$ cat src/rtl/barrett_reduce_pipe.sv
// barrett_reduce_pipe: 4-stage streaming Barrett reducer, out_data = in_data mod Q.
// Ports: clk, rst_n (async low); in_valid/in_ready/in_data/in_tag upstream;
//   out_valid/out_ready/out_data/out_tag downstream. MODRED_RANGE_CHK_EN adds
//   out_err, set when the operand is >= Q*Q.
module barrett_reduce_pipe #(
   parameter int unsigned Q          = 8380417,
   parameter int          Q_WIDTH    = 23,
   parameter int          DATA_WIDTH = 46,
   parameter int          TAG_WIDTH  = 8
) (
   input  logic                  clk,
   input  logic                  rst_n,
   input  logic                  in_valid,
   output logic                  in_ready,
   input  logic [DATA_WIDTH-1:0] in_data,
   input  logic [TAG_WIDTH-1:0]  in_tag,
   output logic                  out_valid,
   input  logic                  out_ready,
   output logic [Q_WIDTH-1:0]    out_data,
   output logic [TAG_WIDTH-1:0]  out_tag
`ifdef MODRED_RANGE_CHK_EN
   ,
   output logic                  out_err
`endif
);

   localparam int K = Q_WIDTH;
   localparam int W = 2*K + 2;
   localparam logic [W-1:0] QW   = W'(Q);
   localparam logic [W-1:0] MU_W = (W'(1) << (2*K)) / QW;
   localparam logic [K:0]   MU   = MU_W[K:0];
   localparam logic [K+1:0] Q1R  = QW[K+1:0];
   localparam logic [K+1:0] Q2R  = {QW[K:0], 1'b0};

   if (DATA_WIDTH > 2*Q_WIDTH) begin : g_bad_width
      $error("barrett_reduce_pipe: DATA_WIDTH exceeds 2*Q_WIDTH");
   end
   if ((QW <= (W'(1) << (K-1))) || (QW >= (W'(1) << K))) begin : g_bad_q
      $error("barrett_reduce_pipe: Q outside (2^(Q_WIDTH-1), 2^Q_WIDTH)");
   end

   logic           stall;
   logic           adv;
   logic [2*K-1:0] x_ext;

   logic           v1, v2, v3;
   logic [K+1:0]   s1_x, s2_x, s3_r;
   logic [K:0]     s1_q1;
   logic [W-1:0]   s2_q2;
   logic [TAG_WIDTH-1:0] s1_tag, s2_tag, s3_tag;

   logic [K:0]     q3;
   logic [K+1:0]   r_d;
   logic [K+1:0]   r_fix;
   logic           unused_bits;

   assign stall    = out_valid & ~out_ready;
   assign adv      = ~stall;
   assign in_ready = ~stall;

   assign x_ext = (2*K)'(in_data);

   // Only the high half of q2 feeds the quotient estimate.
   assign q3 = s2_q2[W-1:K+1];

   // The true remainder is below 3Q < 2^(K+2), so low bits suffice.
   assign r_d = s2_x - (K+2)'(q3) * Q1R;

   always_comb begin
      r_fix = s3_r;
      if (s3_r >= Q2R) begin
         r_fix = s3_r - Q2R;
      end else if (s3_r >= Q1R) begin
         r_fix = s3_r - Q1R;
      end
   end

   assign unused_bits = ^{s2_q2[K:0], r_fix[K+1:K]};

   always_ff @(posedge clk or negedge rst_n) begin
      if (!rst_n) begin
         v1        <= 1'b0;
         v2        <= 1'b0;
         v3        <= 1'b0;
         out_valid <= 1'b0;
         s1_x      <= '0;
         s1_q1     <= '0;
         s1_tag    <= '0;
         s2_x      <= '0;
         s2_q2     <= '0;
         s2_tag    <= '0;
         s3_r      <= '0;
         s3_tag    <= '0;
         out_data  <= '0;
         out_tag   <= '0;
      end else if (adv) begin
         v1        <= in_valid;
         v2        <= v1;
         v3        <= v2;
         out_valid <= v3;
         if (in_valid) begin
            s1_x   <= x_ext[K+1:0];
            s1_q1  <= x_ext[2*K-1:K-1];
            s1_tag <= in_tag;
         end
         if (v1) begin
            s2_x   <= s1_x;
            s2_q2  <= W'(s1_q1) * W'(MU);
            s2_tag <= s1_tag;
         end
         if (v2) begin
            s3_r   <= r_d;
            s3_tag <= s2_tag;
         end
         if (v3) begin
            out_data <= r_fix[K-1:0];
            out_tag  <= s3_tag;
         end
      end
   end

`ifdef MODRED_RANGE_CHK_EN
   localparam logic [W-1:0]   QQ_W = QW * QW;
   localparam logic [2*K-1:0] QQ   = QQ_W[2*K-1:0];

   logic e1, e2, e3;

   always_ff @(posedge clk or negedge rst_n) begin
      if (!rst_n) begin
         e1      <= 1'b0;
         e2      <= 1'b0;
         e3      <= 1'b0;
         out_err <= 1'b0;
      end else if (adv) begin
         if (in_valid) e1      <= (x_ext >= QQ);
         if (v1)       e2      <= e1;
         if (v2)       e3      <= e2;
         if (v3)       out_err <= e3;
      end
   end
`endif

endmodule

$ cat config.mk
export PLATFORM = sky130hd
export DESIGN_NAME = barrett_reduce_pipe
export DESIGN_NICKNAME = d
export VERILOG_FILES = /design/src/rtl/barrett_reduce_pipe.sv
export SDC_FILE = /design/constraint.sdc
export NUM_CORES = 1
export LEC_CHECK = 0
export BUFFER_PORTS_ARGS = -buffer_cell sky130_fd_sc_hd__buf_2
export CORE_MARGIN = 2
export CORE_UTILIZATION = 68
export DETAILED_ROUTE_END_ITERATION = 8
export PLACE_DENSITY = 0.88
export SETUP_SLACK_MARGIN = 0.1
export SKIP_CTS_REPAIR_TIMING = 1
export SLEW_MARGIN = 20
export SYNTH_ARGS = -nofsm -noshare
export SYNTH_HDL_FRONTEND = slang
export SYNTH_SLANG_ARGS = --single-unit
$ cat constraint.sdc
create_clock -name clk -period 16.45 [get_ports clk]
set_input_delay 2.4675 -clock clk [delete_from_list [all_inputs] [get_ports clk]]
set_output_delay 2.4675 -clock clk [all_outputs]
set_load 0.01 [all_outputs]
==> summary.txt, run 1 <==
Worst setup path
  – Top cell by count, worst path: fa_1
  – Startpoint Class: register
  – Worst path required time: 16.73 ns
  – Slowest cell on the critical path: fa_1
  – Worst-path cell chain: fa_1, inv_1, fa_1, fa_1, fa_1, fa_1, inv_1, fa_1, fa_1, inv_1, ha_1, and2_1, a31oi_1, o311ai_0, a21oi_1, xnor2_1, o21ai_0
  – CP bufs+invs: 3
  – Critical path endpoint category: register
  – R2R depth: 17
  – Flop2flop setup slack: 10.45 ns
  – Crit path max fanout: 8
  – Peak per-stage delay on the critical path: 0.64 ns
  – WS Path Type: register to register
  – Worst R2R End: s3_r[24]$_DFFE_PN0P_
  – RR Startpoint: s2_q2[24]$_DFFE_PN0P_
  – Worst EP arrival: 6.29 ns
  – Top Family by Delay on Critical Path: adder cells

Floorplanning
  – Die ar.: 23000 um2
  – I/O pins: 91
  – Die height: 152 um
  – Initial Util: 0.698
  – Die Wd: 152 um
  – Site Rows: 53
  – Core area: 21200 um2

Clock tree
  – CTS tree: yes
  – Clk sinks: 179
  – CTS max path bufs: 2
  – CTS Root Cell: clkbuf_16
  – H-tree levels: 4
  – Inserted Clock Buffers: 17
  – Clk_lat worst skew: 0.44 ns
  – Clk slew on worst S/H paths: 0.08 ns

Placement
  – Port Buf Inserts: 90
  – Final Wtd Congestion: 0.932
  – Post-DP HPWL: 24100 um

Global routing
  – Vias in the first global route: 11.0k
  – First-pass GRT wire length: 52500 um
  – Gr usage total: 0.296
  – Grt total ovfl: 0
  – Initial antenna violation count: 0
  – Largest net degree at the start of global routing: 72

Synthesis
  – Post-synth net total: 1860
  – Ys async rst share: 1.00
  – Synthesized area per cell: 10.2 um2
  – Unique cell type count in the Yosys netlist: 61
  – Cells after Synth: 1450
  – Cell Area, Synth: 14800 um2
  – Top FF cell, synth: dfrtp_1
  – Sequential cell area fraction in the yosys report: 0.303
  – EDFF count, synth: 0
  – Flops & latches, synth: 179
  – Syn. warnings: 0

STA
  – Peak Freq: 167 MHz
  – Fin crit period: 6.00 ns
  – RSZ-0062 raised after global routing: false
  – Fin. Hold Viols: 0
  – Fin Setup TNS: 0 ns
  – Final-report max-slew violation count: 0
  – Relative slew slack: 0.423
  – Fin crit share: 0.365
  – Setup Skew: 0.0158 ns
  – Endpoints failing setup: 0
  – Tightest Pin Transition: 0.866 ns

Route
  – Drt pass-1 iters: 6
  – Starting DRT DRC Count: 512
  – Final ANT Viol Nets: 0
  – Vias: 10.5k
  – DRC violations left: 0
  – WL/cell: 17.4 um
  – Post-Route WL: 31700 um
  – Via density: 5.73

Worst hold path
  – Min-delay worst type: register to register
  – Hold_sp: s1_tag[1]$_DFFE_PN0P_
  – Hold Crit Depth: 2
  – Endpoint of the worst hold path: s2_tag[1]$_DFFE_PN0P_

Cells and area
  – N_diodes: 0
  – Area Overhead vs Synth: 9.27%
  – Nets: 1947
  – Share of cells above drive strength 1: 0.140

Outcome
  – Run status: finished clean

Job
  – Max-Cap Viols: 0
## tightest hold or removal path, stage by stage (launching register included)
cell	delay, ns
dfrtp_1	0.35
nand2_1	0.05
nand2_1	0.05
## worst max path at each step
stage	from	end	slack (ns)	cells past startpoint
after floorplan	s2_q2[24]$_DFFE_PN0P_	s3_r[24]$_DFFE_PN0P_	10.87	17
after global placement	s2_q2[24]$_DFFE_PN0P_	s3_r[24]$_DFFE_PN0P_	10.66	17
after detailed placement	s2_q2[24]$_DFFE_PN0P_	s3_r[24]$_DFFE_PN0P_	10.57	17
after CTS	s2_q2[24]$_DFFE_PN0P_	s3_r[24]$_DFFE_PN0P_	10.44	17
after global routing	s2_q2[24]$_DFFE_PN0P_	s3_r[24]$_DFFE_PN0P_	10.15	19
final	s2_q2[24]$_DFFE_PN0P_	s3_r[24]$_DFFE_PN0P_	10.45	17
## cells in the final DEF (no fill, tap or decap), types with 7 or more instances in the layout
master     netlist  layout
a21o_1          14      14
a21oi_1         42      42
a31oi_1          9       9
buf_2            0      89
buf_4            0       7
clkbuf_16        0      17
dfrtp_1        179     179
fa_1            97      97
ha_1           255     255
inv_1          250     250
mux2_2          74      74
nand2_1        148     147
nand3_1         21      21
nor2_1          27      27
nor3_1           8       8
o21ai_0        101     101
o21bai_1         7       7
xnor2_1         55      55
xor2_1          31      31
## cells in the mapped netlist (all sizes together), types with 7 or more instances
cell type | count | area, um2
a21oi | 42 | 210
clkbuf | 29 | 109
nor2 | 27 | 101
o21ai | 107 | 536
dfrtp | 179 | 4480
mux2 | 74 | 833
nand3 | 22 | 123
xnor2 | 55 | 482
o21bai | 7 | 52.6
ha | 255 | 3190
inv | 250 | 938
a31oi | 10 | 77.6
nor3 | 8 | 40.0
a21o | 14 | 105
xor2 | 31 | 272
nand2 | 148 | 556
fa | 97 | 1940
## cells by family (layout without fill, tap and decap cells)
logic type | Yosys count | in the layout | share of synthesized area
compound gates | 225 | 225 | 0.0935
mux | 75 | 75 | 0.0570
flops | 179 | 179 | 0.303
buf+inv | 280 | 380 | 0.0710
simple gates | 253 | 253 | 0.0785
fa+ha+maj | 352 | 352 | 0.347
xor+xnor | 86 | 86 | 0.0509
## metrics by stage
stage                     hold WS [ns]  setup WS (ns)  std cells   util  instance area, um2
after global routing             0.486          10.15       1825  0.762               16200
after floorplan                  0.433          10.87       1450      -               14800
after detailed placement         0.448          10.57       1793  0.733               15600
final                            0.466          10.45       1825  0.762               16200
after CTS                        0.468          10.44       1825  0.762               16200
after global placement           0.447          10.66       1793  0.733               15600
## cell type report
class / instances / area, um2
Clock inverter: 15 / 199
Timing Repair Buffer: 97 / 509
Multi-Input combinational cell: 991 / 9280
Sequential cell: 179 / 4480
Fill cell: 1333 / 5040
Clock buffer: 17 / 425
Tap cell: 275 / 344
Inverter: 251 / 942
## sequential cells by signal, summed over array words and instances (netlist names), 8 cells and up
register	cells
s1_tag	8
s3_r	25
out_tag	8
s1_x	24
out_data	23
s1_q1	22
s2_tag	8
s2_q2	24
s3_tag	8
s2_x	25
## metal layers
| metal | wire, um | vias to the layer above | global-route usage |
|---|---|---|---|
| met5 | 0 | - | 0 |
| met3 | 1180 | 119 | 0.0455 |
| met1 | 12500 | 5059 | 0.341 |
| met4 | 1570 | 0 | 0.149 |
| met2 | 16500 | 297 | 0.534 |
| li1 | - | 4979 | - |
Power of run 1 is left out: the tool's default activity adds up to more than one toggle a clock period on the data nets, which glitch-free logic cannot reach.
==> run 2, diff against run 1 <==
- CORE_UTILIZATION: 68 -> 57
- PLACE_DENSITY: 0.88 -> 0.78
- clock period: 16.45 -> 5.4 ns (I/O delays scaled with it)
==> run 2 against run 1 <==
Effect of this change: critical path depth unchanged; critical endpoint unchanged; largest cell class unchanged; hold slack got worse by 0.13 ns; die area increased by 19%; clock-buffer cell count unchanged; cell area increased by 3.2%; utilization decreased by 10 points; highest routed layer unchanged; flip-flop and latch count unchanged.
==> summary.txt, run 2 (synthesis gave the netlist of run 1 again) <==
Worst setup path
  – RR Startpoint: s2_q2[25]$_DFFE_PN0P_ (was s2_q2[24]$_DFFE_PN0P_)
  – Worst EP arrival: 5.60 ns (was 6.29 ns)
  – R2R depth: 17 (unchanged)
  – WS Path Type: register to register (unchanged)
  – Worst path required time: 5.74 ns (was 16.73 ns)
  – Worst R2R End: s3_r[24]$_DFFE_PN0P_ (unchanged)
  – Critical path endpoint category: register (unchanged)
  – Flop2flop setup slack: 0.15 ns (was 10.45 ns)
  – Critical Path Start: s2_q2[25]$_DFFE_PN0P_ (was s2_q2[24]$_DFFE_PN0P_)
  – Crit path max fanout: 5 (was 8)
  – Startpoint Class: register (unchanged)

Cells and area
  – Multi-input combinational cell area: 9420 um2 (was 9280 um2)
  – Nets: 1986 (was 1947)
  – Top Registers: s2_x: 25 flops, s3_r: 25 flops (unchanged)
  – Register area: 4480 um2 (about the same)
  – Most frequent cells in the layout: ha_1 (250), inv_1 (241), dfrtp_1 (176) (was ha_1 (255), inv_1 (250), dfrtp_1 (179))
  – N_diodes: 0 (unchanged)
  – Fillers: 1923 (was 1333)
  – Share of cells above drive strength 1: 0.180 (was 0.140)
  – Area Overhead vs Synth: 12.8% (was 9.27%)
  – Commonest non-fill, non-tap cell in the layout: ha_1 (unchanged)

Clock tree
  – Inserted Clock Buffers: 17 (unchanged)
  – Clk sinks: 179 (unchanged)
  – Clk_lat worst skew: 0.45 ns (was 0.44 ns)
  – CTS tree: yes (unchanged)
  – H-tree levels: 4 (unchanged)
  – CTS Root Cell: clkbuf_16 (unchanged)
  – CTS max path bufs: 2 (unchanged)
  – Clk slew on worst S/H paths: 0.08 ns (about the same)

Global routing
  – Gr usage total: 0.238 (was 0.296)
  – Vias in the first global route: 10.7k (was 11.0k)
  – Largest net degree at the start of global routing: 114 (was 72)
  – Grt total ovfl: 0 (unchanged)
  – First-pass GRT wire length: 50900 um (was 52500 um)
  – Initial antenna violation count: 0 (unchanged)

Route
  – DRC violations left: 0 (unchanged)
  – WL/cell: 16.0 um (was 17.4 um)
  – Post-Route WL: 30800 um (was 31700 um)
  – Vias: 10.3k (was 10.5k)
  – Drt pass-1 iters: 5 (was 6)
  – Via density: 5.36 (was 5.73)
  – Final ANT Viol Nets: 0 (unchanged)
  – Starting DRT DRC Count: 517 (was 512)

STA
  – Setup Skew: 0.0204 ns (was 0.0158 ns)
  – Peak Freq: 190 MHz (was 167 MHz)
  – Tightest Pin Transition: 0.870 ns (was 0.866 ns)
  – Final-report max-slew violation count: 0 (unchanged)
  – Fin crit share: 0.973 (was 0.365)
  – RSZ-0062 raised after global routing: true (was false)
  – Endpoints failing setup: 0 (unchanged)
  – Fin crit period: 5.25 ns (was 6.00 ns)
  – Relative slew slack: 0.419 (was 0.423)
  – Final WS setup: 0.146 ns (was 10.45 ns)
  – Fin. Hold Viols: 0 (unchanged)

Floorplanning
  – Die ar.: 27300 um2 (was 23000 um2)
  – Die Wd: 165 um (was 152 um)
  – I/O pins: 91 (unchanged)
  – Core area: 25300 um2 (was 21200 um2)
  – Site Rows: 58 (was 53)
  – Initial Util: 0.585 (was 0.698)
  – Die height: 165 um (was 152 um)

Outcome
  – Run status: finished clean (unchanged)

Placement
  – Dpl ws: -0.0490 ns (was 10.57 ns)
  – Final Wtd Congestion: 0.870 (was 0.932)
  – Post-DP HPWL: 24600 um (was 24100 um)
  – Port Buf Inserts: 90 (unchanged)

Worst hold path
  – Min-delay worst type: input port to async pin (was register to register)

Job
  – Max-Cap Viols: 0 (unchanged)
[run 2: cell count changes in the layout (fill, tap and decap cells not counted), moves of 3 or more]
cell and delta:
ha_4 +5, inv_2 +8, inv_1 -9, ha_1 -5
dfrtp_2 +3, dfrtp_1 -3, buf_4 +38
[run 2: per-stage QoR]
| stage | instances | hold slack (ns) | cell area (um2) | setup TNS (ns) | utilization |
|---|---|---|---|---|---|
| global route | 1919 | 0.386 | 16700 | -0.128 | 0.659 |
| CTS | 1914 | 0.356 | 16500 | -0.0751 | 0.653 |
| finish | 1919 | 0.336 | 16700 | 0 | 0.659 |
| global placement | 1882 | 0.440 | 15900 | 0 | 0.628 |
| detailed placement | 1882 | 0.454 | 15900 | -0.0490 | 0.628 |
| floorplan | 1450 | 0.433 | 14800 | 0 | - |
[run 2: how the worst max path moves through the flow]
stage	end	slack, ns	depth (start not counted)
final	s3_r[24]$_DFFE_PN0P_	0.15	17
after floorplan	s3_r[24]$_DFFE_PN0P_	0.12	17
after CTS	s3_r[24]$_DFFE_PN0P_	-0.08	16
after global placement	s3_r[24]$_DFFE_PN0P_	0.07	17
after detailed placement	s3_r[24]$_DFFE_PN0P_	-0.05	17
after global routing	s3_r[24]$_DFFE_PN0P_	-0.08	17
[run 2: worst max-delay path: stages, from the launching register on]
cell      delay, ns
dfrtp_2        0.45
fa_1           0.57
inv_2          0.06
fa_1           0.51
fa_1           0.44
fa_1           0.49
fa_1           0.53
inv_2          0.04
fa_1           0.46
fa_1           0.50
inv_2          0.05
ha_4           0.24
and2_4         0.16
a31oi_4        0.14
o311ai_2       0.11
a21oi_1        0.20
xnor2_1        0.13
o21ai_1        0.08
[run 2: final cells by class]
class | instances | area share
clock buffer | 17 | 0.0255
tap | 330 | 0.0247
timing repair buffer | 136 | 0.0488
clock inverter | 15 | 0.0118
sequential | 179 | 0.268
inverter | 251 | 0.0567
multi-input combinational | 991 | 0.564
[run 2: metal layers]
metal  routed length, um  track usage
met2               15600        0.428
met4                1180        0.105
met3                 905       0.0367
met5                   0            0
met1               13100        0.281
Power of run 2 is left out for the same reason.
==> run 3, diff against run 2 <==
- MAX_ROUTING_LAYER: default -> met4
==> run 3 against run 2 <==
Effect of this change: utilization is 0.20 points higher; first-iteration DRC count is 16% higher; non-clock buffer count stayed put.
==> summary.txt, run 3 (synthesis gave the netlist of run 1 again) <==
Cells and area
  – N_diodes: 0 (unchanged)
  – Commonest non-fill, non-tap cell in the layout: ha_1 (unchanged)
  – Area Overhead vs Synth: 13.1% (was 12.8%)
  – Top Registers: s2_x: 25 flops, s3_r: 25 flops (unchanged)
  – Fillers: 1893 (was 1923)
  – Share of cells above drive strength 1: 0.186 (was 0.180)
  – Nets: 1986 (unchanged)
  – Post-route insts no fill: 1919 (unchanged)
  – Most frequent cells in the layout: ha_1 (249), inv_1 (239), dfrtp_1 (174) (was ha_1 (250), inv_1 (241), dfrtp_1 (176))
  – Design Area, Final: 16700 um2 (about the same)

Clock tree
  – CTS Root Cell: clkbuf_16 (unchanged)
  – CTS max path bufs: 2 (unchanged)
  – Clk sinks: 179 (unchanged)
  – CTS tree: yes (unchanged)
  – H-tree levels: 4 (unchanged)
  – Inserted Clock Buffers: 17 (unchanged)
  – Clk_lat worst skew: 0.44 ns (was 0.45 ns)
  – Clk slew on worst S/H paths: 0.08 ns (about the same)

Floorplanning
  – Initial Util: 0.585 (unchanged)
  – Die Wd: 165 um (unchanged)
  – Die height: 165 um (unchanged)
  – I/O pins: 91 (unchanged)
  – Core area: 25300 um2 (unchanged)
  – Die ar.: 27300 um2 (unchanged)
  – Site Rows: 58 (unchanged)

Route
  – WL/cell: 16.3 um (was 16.0 um)
  – DRC violations left: 0 (unchanged)
  – Final ANT Viol Nets: 0 (unchanged)
  – Vias: 10.3k (about the same)
  – Starting DRT DRC Count: 602 (was 517)
  – Drt pass-1 iters: 5 (unchanged)
  – Post-Route WL: 31300 um (was 30800 um)
  – Via density: 5.39 (was 5.36)

Worst setup path
  – Worst EP arrival: 5.58 ns (was 5.60 ns)
  – WS Path Type: register to register (unchanged)
  – Flop2flop setup slack: 0.10 ns (was 0.15 ns)
  – Startpoint Class: register (unchanged)
  – RR Startpoint: s2_q2[24]$_DFFE_PN0P_ (was s2_q2[25]$_DFFE_PN0P_)
  – Worst R2R End: s3_r[24]$_DFFE_PN0P_ (unchanged)
  – Worst path required time: 5.69 ns (was 5.74 ns)
  – Critical path endpoint category: register (unchanged)
  – Crit path max fanout: 4 (was 5)
  – R2R depth: 17 (unchanged)

Job
  – Max-Cap Viols: 0 (unchanged)

Global routing
  – Gr usage total: 0.248 (was 0.238)
  – Grt total ovfl: 0 (unchanged)
  – Initial antenna violation count: 0 (unchanged)
  – Largest net degree at the start of global routing: 180 (was 114)
  – First-pass GRT wire length: 51400 um (was 50900 um)
  – Vias in the first global route: 10.7k (about the same)

STA
  – Final-report max-slew violation count: 0 (unchanged)
  – Fin crit share: 0.981 (was 0.973)
  – Tightest Pin Transition: 0.981 ns (was 0.870 ns)
  – Fin Setup TNS: 0 ns (unchanged)
  – Setup Skew: 0.0172 ns (was 0.0204 ns)
  – Peak Freq: 189 MHz (was 190 MHz)
  – Fin crit period: 5.30 ns (was 5.25 ns)
  – Relative slew slack: 0.346 (was 0.419)
  – Fin. Hold Viols: 0 (unchanged)
  – RSZ-0062 raised after global routing: true (unchanged)
  – Endpoints failing setup: 0 (unchanged)

Placement
  – Post-DP HPWL: 24600 um (about the same)
  – Final Wtd Congestion: 0.886 (was 0.870)
  – Port Buf Inserts: 90 (unchanged)
  – Placed cell count: 1883 (was 1882)
  – Area after DPL: 15900 um2 (about the same)

Worst hold path
  – Min-delay worst type: input port to async pin (unchanged)

Outcome
  – Run status: finished clean (unchanged)
## run 3: cell types whose count changed in the layout (fill, tap and decap cells not counted), moves of 2 or more
cell	before	now
a21oi_2	2	0
dfrtp_1	176	174
dfrtp_2	3	5
inv_1	241	239
inv_12	3	1
inv_2	8	10
inv_8	3	5
xnor2_1	54	51
xnor2_2	1	4
## run 3: worst max-delay path by stage
stage	from	endpoint	slack, ns	cells past startpoint
6_report	s2_q2[24]$_DFFE_PN0P_	s3_r[24]$_DFFE_PN0P_	0.10	17
5_1_grt	s2_q2[27]$_DFFE_PN0P_	s3_r[24]$_DFFE_PN0P_	-0.07	17
4_1_cts	s2_q2[27]$_DFFE_PN0P_	s3_r[24]$_DFFE_PN0P_	-0.09	17
3_5_place_dp	s2_q2[29]$_DFFE_PN0P_	s3_r[24]$_DFFE_PN0P_	-0.09	17
3_3_place_gp	s2_q2[29]$_DFFE_PN0P_	s3_r[24]$_DFFE_PN0P_	0.03	17
2_1_floorplan	s2_q2[26]$_DFFE_PN0P_	s3_r[24]$_DFFE_PN0P_	0.12	17
## run 3: per-stage QoR
| step | hold slack (ns) | worst slack (ns) | util |
|---|---|---|---|
| floorplan | 0.433 | 0.116 | - |
| global placement | 0.442 | 0.0268 | 0.628 |
| detailed placement | 0.450 | -0.0875 | 0.628 |
| CTS | 0.469 | -0.0888 | 0.652 |
| global route | 0.490 | -0.0675 | 0.661 |
| finish | 0.453 | 0.105 | 0.661 |
## run 3: area by class of cell
cell class / count / area, um2 / area share
flip-flops and latches: 179 / 4490 / 0.268
clock buffers: 17 / 425 / 0.0254
clock inverters: 15 / 179 / 0.0107
repair buffers: 136 / 815 / 0.0486
well taps: 330 / 413 / 0.0247
multi-input cells: 991 / 9480 / 0.566
inverters: 251 / 946 / 0.0565
## run 3: per-layer routing
layer	wire [um]	part of all wire	up-vias	GRT usage
met5	0	0	-	-
met1	13200	0.42	5027	0.293
met3	875	0.028	77	0.0287
met2	15900	0.51	186	0.429
met4	1250	0.040	0	0.106
li1	-	-	5055	-
## run 3: critical path: stages (launching register included)
cell,delay (ns)
dfrtp_2,0.43
fa_1,0.57
inv_2,0.06
fa_1,0.55
fa_1,0.44
fa_1,0.49
fa_1,0.51
inv_2,0.04
fa_1,0.47
fa_1,0.51
inv_2,0.05
ha_4,0.23
and2_4,0.15
a31oi_4,0.14
o311ai_2,0.11
a21oi_1,0.19
xnor2_1,0.13
o21ai_1,0.07
Power of run 3 is left out for the same reason.
